[src/rtl/btn_pkg.sv]
// Shared definitions for the button conditioner: FSM state encoding,
// btn_raw bit positions and a constant helper for counter sizing.
package btn_pkg;

    typedef enum logic [1:0] {
        ST_IDLE   = 2'd0,
        ST_HOLD   = 2'd1,
        ST_REPEAT = 2'd2
    } btn_state_t;

    localparam int BTN_P1_UP   = 0;
    localparam int BTN_P1_DOWN = 1;
    localparam int BTN_P2_UP   = 2;
    localparam int BTN_P2_DOWN = 3;

    function automatic int max3(input int a, input int b, input int c);
        int m;
        m = (a > b) ? a : b;
        return (m > c) ? m : c;
    endfunction

endpackage

[src/rtl/btn_channel.sv]
// One button: 2-flop synchronizer, stability debouncer and press/auto-repeat
// FSM. The step pulse is combinational; the top registers it.
module btn_channel
    import btn_pkg::*;
#(
    parameter int DEB_CYCLES     = 50000,
    parameter int REPEAT_DELAY   = 12500000,
    parameter int REPEAT_PERIOD  = 1250000,
    parameter int BTN_ACTIVE_LOW = 1
) (
    input  logic clk,
    input  logic rst_n,
    input  logic raw,
    output logic level,
    output logic pulse
);

    localparam int CNT_W = $clog2(max3(DEB_CYCLES, REPEAT_DELAY, REPEAT_PERIOD)) + 1;
    localparam logic [CNT_W-1:0] DEB_LAST = CNT_W'(DEB_CYCLES - 1);
    localparam logic [CNT_W-1:0] RD_LAST  = CNT_W'(REPEAT_DELAY - 1);
    localparam logic [CNT_W-1:0] RP_LAST  = CNT_W'(REPEAT_PERIOD - 1);
    localparam logic             INV      = (BTN_ACTIVE_LOW != 0);

    logic             sync_p0, sync_p1;
    logic [CNT_W-1:0] deb_cnt;
    btn_state_t       state, state_nxt;
    logic [CNT_W-1:0] timer, timer_nxt;

    // Stage 0/1: polarity folded in ahead of the synchronizer so reset value 0 is "released"
    always_ff @(posedge clk or negedge rst_n) begin
        if (!rst_n) begin
            sync_p0 <= 1'b0;
            sync_p1 <= 1'b0;
        end else begin
            sync_p0 <= raw ^ INV;
            sync_p1 <= sync_p0;
        end
    end

    // Debouncer: counts consecutive cycles the synchronized input disagrees with the level
    always_ff @(posedge clk or negedge rst_n) begin
        if (!rst_n) begin
            deb_cnt <= '0;
            level   <= 1'b0;
        end else if (sync_p1 == level) begin
            deb_cnt <= '0;
        end else if (deb_cnt == DEB_LAST) begin
            deb_cnt <= '0;
            level   <= ~level;
        end else begin
            deb_cnt <= deb_cnt + 1'b1;
        end
    end

    always_ff @(posedge clk or negedge rst_n) begin
        if (!rst_n) begin
            state <= ST_IDLE;
            timer <= '0;
        end else begin
            state <= state_nxt;
            timer <= timer_nxt;
        end
    end

    always_comb begin
        state_nxt = state;
        timer_nxt = timer;
        pulse     = 1'b0;
        if (!level) begin
            state_nxt = ST_IDLE;
            timer_nxt = '0;
        end else begin
            case (state)
                ST_IDLE: begin
                    state_nxt = ST_HOLD;
                    timer_nxt = '0;
                    pulse     = 1'b1;
                end
                ST_HOLD: begin
                    if (timer == RD_LAST) begin
                        state_nxt = ST_REPEAT;
                        timer_nxt = '0;
                        pulse     = 1'b1;
                    end else begin
                        timer_nxt = timer + 1'b1;
                    end
                end
                ST_REPEAT: begin
                    if (timer == RP_LAST) begin
                        timer_nxt = '0;
                        pulse     = 1'b1;
                    end else begin
                        timer_nxt = timer + 1'b1;
                    end
                end
                default: begin
                    state_nxt = ST_IDLE;
                    timer_nxt = '0;
                end
            endcase
        end
    end

endmodule

[src/rtl/btn_conditioner.sv]
// Four debounced, auto-repeating paddle buttons with per-player up/down
// conflict masking and registered one-cycle step pulses.
module btn_conditioner
    import btn_pkg::*;
#(
    parameter int DEB_CYCLES     = 50000,
    parameter int REPEAT_DELAY   = 12500000,
    parameter int REPEAT_PERIOD  = 1250000,
    parameter int BTN_ACTIVE_LOW = 1
) (
    input  logic       clk,
    input  logic       rst_n,
    input  logic [3:0] btn_raw,
    output logic       ply1_up,
    output logic       ply1_down,
    output logic       ply2_up,
    output logic       ply2_down,
    output logic [3:0] btn_level
);

    logic [3:0] level;
    logic [3:0] pulse_p0;
    logic [3:0] pulse_p1;
    logic [3:0] pulse_mask;
    logic       p1_conflict, p2_conflict;

    for (genvar i = 0; i < 4; i++) begin : g_ch
        btn_channel #(
            .DEB_CYCLES    (DEB_CYCLES),
            .REPEAT_DELAY  (REPEAT_DELAY),
            .REPEAT_PERIOD (REPEAT_PERIOD),
            .BTN_ACTIVE_LOW(BTN_ACTIVE_LOW)
        ) u_ch (
            .clk  (clk),
            .rst_n(rst_n),
            .raw  (btn_raw[i]),
            .level(level[i]),
            .pulse(pulse_p0[i])
        );
    end

    // The FSMs keep running under conflict; only the outputs are suppressed
    assign p1_conflict = level[BTN_P1_UP] & level[BTN_P1_DOWN];
    assign p2_conflict = level[BTN_P2_UP] & level[BTN_P2_DOWN];
    assign pulse_mask  = {{2{~p2_conflict}}, {2{~p1_conflict}}};

    // Stage p1: registered step pulses
    always_ff @(posedge clk or negedge rst_n) begin
        if (!rst_n) begin
            pulse_p1 <= '0;
        end else begin
            pulse_p1 <= pulse_p0 & pulse_mask;
        end
    end

    assign ply1_up   = pulse_p1[BTN_P1_UP];
    assign ply1_down = pulse_p1[BTN_P1_DOWN];
    assign ply2_up   = pulse_p1[BTN_P2_UP];
    assign ply2_down = pulse_p1[BTN_P2_DOWN];
    assign btn_level = level;

endmodule

[config.mk]
export PLATFORM = sky130hd
export DESIGN_NAME = btn_conditioner
export DESIGN_NICKNAME = d
export VERILOG_FILES = /design/src/rtl/btn_pkg.sv /design/src/rtl/btn_channel.sv /design/src/rtl/btn_conditioner.sv
export SDC_FILE = /design/constraint.sdc
export NUM_CORES = 1
export LEC_CHECK = 0
export BUFFER_PORTS_ARGS = -buffer_cell sky130_fd_sc_hd__buf_2
export CAP_MARGIN = 5
export CORE_UTILIZATION = 51
export CTS_CLUSTER_DIAMETER = 30
export DETAILED_ROUTE_END_ITERATION = 12
export PLACE_DENSITY = 0.67
export SLEW_MARGIN = 20
export SYNTH_ARGS = -nofsm -noshare
export SYNTH_HDL_FRONTEND = slang
export SYNTH_SLANG_ARGS = --single-unit
[constraint.sdc]
create_clock -name clk -period 2.46 [get_ports clk]
set_clock_uncertainty 0.1 [all_clocks]
set_input_delay 0.492 -clock clk [delete_from_list [all_inputs] [get_ports clk]]
set_output_delay 0.492 -clock clk [all_outputs]
set_load 0.1 [all_outputs]
==> flow_summary.json <==
{
  "finalWorstSetupSlack_ns": 0.07912,
  "cts_setup_buffers": 0,
  "grt_pass1_vias": 8656,
  "floorplan.initialDensity_pct": 52.15,
  "routed_wire_length_per_instance_um": 14.33,
  "placement_rows": 54,
  "ctsHtreeMaxLevel": 2,
  "min_period_ns": 2.381,
  "path_class": "flip-flop to flip-flop",
  "route.final.wire_length_mm": 22.72,
  "setup_violations": 0,
  "core-area_um2": 21890,
  "worst_setup_hold_path_clk_slew_ns": 0.05,
  "place_worst_setup_slack_ns": 0.08743,
  "global_route.overflow_total": 0,
  "critical_path_peak_fanout": 25,
  "power-per-cell-area_nw_per_um2": 786.1,
  "port-buffer-count": 13,
  "place_congestion": 0.8356,
  "worst-slew-pin-transition_ns": 0.5555,
  "yosys_reg_bits": 224,
  "synth_cell_type_count": 47,
  "commonest_cells_after_routing_fill_and_taps_aside": "sky130_fd_sc_hd__nor2_1 (246), sky130_fd_sc_hd__dfrtp_1 (224), sky130_fd_sc_hd__xor2_1 (98)",
  "number_of_antenna_violations_at_the_first_check_in_global_routing": 0,
  "static_leakage_power_nw": 5.693,
  "global_route_wire_length_before_repair_mm": 40.01,
  "nets": 1299,
  "irDropWorstVdd_mv": 0.5832,
  "design.portCount": 14,
  "crit_cells": 5,
  "clk_latency_ns": 0.53,
  "worstPathArrival_ns": 2.67,
  "final.period_utilization_pct": 96.78,
  "area.sequential_um2": 5605,
  "horizontal_die_dimension_um": 151.6,
  "setup_repair_after_global_routing_missed_its_margin": "true",
  "worstPathCellList": "or4b_1 -> or4_4 -> nor4_4 -> o22a_4 -> nor2_1",
  "timing.final.hold_violations": 0,
  "sink_count": 224,
  "drt_drc_violations_left": 0,
  "critical_path.startpoint_type": "flip-flop",
  "maxClockFrequency_mhz": 420.0,
  "routed_via_density": 5.384,
  "run_status": "complete, no violations",
  "largest_net_degree_at_the_start_of_global_routing": 61,
  "timing.critical_path.buf_inv": 0,
  "area.growth.synth_to_final_pct": 21.39,
  "dr.first_iter.drc_count": 363,
  "endpoint_kind": "flip-flop",
  "timing.critical_path.slowest_cell_delay_ns": 0.55,
  "ys.warnings.count": 0,
  "post_synth_inst_count": 1193,
  "async_reset_ff_share_pct": 100.0,
  "cp_data_required_time_ns": 2.75,
  "syn-num-nets": 1227,
  "grt_util_all_layers_pct": 21.28,
  "cell_area_after_synthesis_um2": 11420,
  "proportion_of_synthesized_chip_area_in_sequential_cells_pct": 49.10,
  "cts_root_buffer": "sky130_fd_sc_hd__clkbuf_16",
  "detailedRoute.firstPassIterationCount": 4,
  "antenna_cells_inserted": 0,
  "numCtsBuffers": 49,
  "critical-path-slowest-cell": "sky130_fd_sc_hd__or4_4",
  "layout-drive-gt1-share_pct": 12.79,
  "clockBufferDepth": 3,
  "worst_r2r_path_depth": 5,
  "critical_path.top_delay_family": "simple AND/OR/NAND/NOR gates",
  "post_route_antenna_net_violation_count": 0,
  "postSynthAreaPerCell_um2": 9.569,
  "hold_depth": 0,
  "dr_total_vias": 8539,
  "dominantRegCellSynth": "sky130_fd_sc_hd__dfrtp_1",
  "die_h_um": 151.6,
  "synth_edf_count": 0,
  "multi_input_comb_area_um2": 5493,
  "total_of_fill_cells_in_the_finished_design": 1778,
  "hp-class": "flip-flop to flip-flop",
  "die_area_um2": 22990,
  "timing.max_cap.violations": 0,
  "cts_tree": "built",
  "hpwl_mm": 14.70,
  "timing.setup.tns_ns": 0,
  "slew_viol_final": 0,
  "max_slew_margin_pct": 62.62,
  "layout_commonest_cell": "sky130_fd_sc_hd__nor2_1"
}
cell usage after synthesis (all sizes together), types with 3 or more instances:
cell type	count	area, µm²
clkbuf	17	63.81
buf	19	135.1
nand2b	3	18.77
nor2	246	923.4
inv	36	135.1
o22a	3	35.04
nor4b	8	76.32
nand4	67	419.2
and2	8	50.05
nor4	40	277.8
nor4bb	3	30.03
nand3	97	485.5
dfrtp	224	5605
and3	23	143.9
a21oi	6	30.03
o21ai	7	35.03
xor2	98	858.3
o41ai	3	26.28
nand2	76	285.3
or2	10	62.56
or4	6	56.30
or3	8	50.05
nor3	32	160.2
and4	12	105.1
mux2	4	45.04
ha	28	350.3
nor2b	5	31.28
xnor2	89	779.5
what timing repair did:
action / in CTS / in global routing
resized for setup: 0 / 2
hold endpoints to repair: 58 / 0
hold buffers: 5 / 0
endpoints found under the setup margin: 0 / 15
logic make-up after synthesis:
| group | count (synthesis) | synth area share, % |
|---|---|---|
| AO/OA/AOI/OAI | 25 | 1.633 |
| XOR/XNOR | 187 | 14.35 |
| adder cells (fa/ha/maj) | 28 | 3.069 |
| buffers and inverters | 72 | 2.926 |
| flip-flops | 224 | 49.10 |
| multiplexers | 6 | 0.5699 |
| AND/OR/NAND/NOR | 651 | 28.35 |
where the power goes:
| part | internal, W | switching [W] | leakage (nW) | total [W] |
|---|---|---|---|---|
| logic | 0.0000443 | 0.000116 | 1.72 | 0.000161 |
| registers | 0.00372 | 0.0000189 | 3.10 | 0.00373 |
| clock network | 0.00479 | 0.00221 | 0.874 | 0.00700 |
| total | 0.00855 | 0.00235 | 5.69 | 0.0109 |
state kept, by name (all words and copies together) (netlist names):
| signal | cells |
|---|---|
| g_ch.u_ch.deb_cnt | 100 |
| g_ch.u_ch.level | 4 |
| g_ch.u_ch.state | 8 |
| g_ch.u_ch.sync_p0 | 4 |
| g_ch.u_ch.sync_p1 | 4 |
| g_ch.u_ch.timer | 100 |
| pulse_p1 | 4 |
final cells by class:
cell class / count / share of cell area, %
clock buffers: 55 / 9.534
clock inverters: 37 / 3.503
inverters: 36 / 0.9751
multi-input cells: 897 / 39.64
flip-flops and latches: 224 / 40.45
well taps: 280 / 2.528
repair buffers: 57 / 3.377
worst register-to-register path: stages, from the launching register on:
cell	delay, ns
sky130_fd_sc_hd__dfrtp_1	0.43
sky130_fd_sc_hd__or4b_1	0.51
sky130_fd_sc_hd__or4_4	0.55
sky130_fd_sc_hd__nor4_4	0.19
sky130_fd_sc_hd__o22a_4	0.35
sky130_fd_sc_hd__nor2_1	0.13
metal layers:
layer | wire (µm) | global-route usage, %
met1 | 10780 | 28.34
met2 | 10680 | 34.70
met3 | 779 | 4.102
met4 | 488 | 7.475
met5 | 0 | 0
stage by stage:
stage,hold slack (ns),cells,utilization [%],cell area [µm²],total power [W]
global route,0.2519,1586,63.31,13860,0.01126
finish,0.2459,1586,63.31,13860,0.01089
detailed placement,0.2387,1489,54.75,11990,0.003953
floorplan,0.09641,1193,-,11420,0.003844
CTS,0.2465,1586,63.23,13840,0.01103
global placement,0.2326,1489,54.75,11990,0.003949
worst paths after layout:
kind / start / end / slack [ns]
hold / removal: g_ch[0].u_ch.sync_p0 / g_ch[0].u_ch.sync_p1 / 0.25
hold reg to reg: g_ch[0].u_ch.sync_p0 / g_ch[0].u_ch.sync_p1 / 0.25
setup / recovery: g_ch[1].u_ch.timer[9] / g_ch[1].u_ch.timer[22] / 0.08
setup reg to reg: g_ch[1].u_ch.timer[9] / g_ch[1].u_ch.timer[22] / 0.08
max in group asynchronous: rst_n / g_ch[0].u_ch.deb_cnt[22] / 1.09
min in group asynchronous: rst_n / g_ch[2].u_ch.timer[5] / 0.38
(Power assumes the default switching activity.)
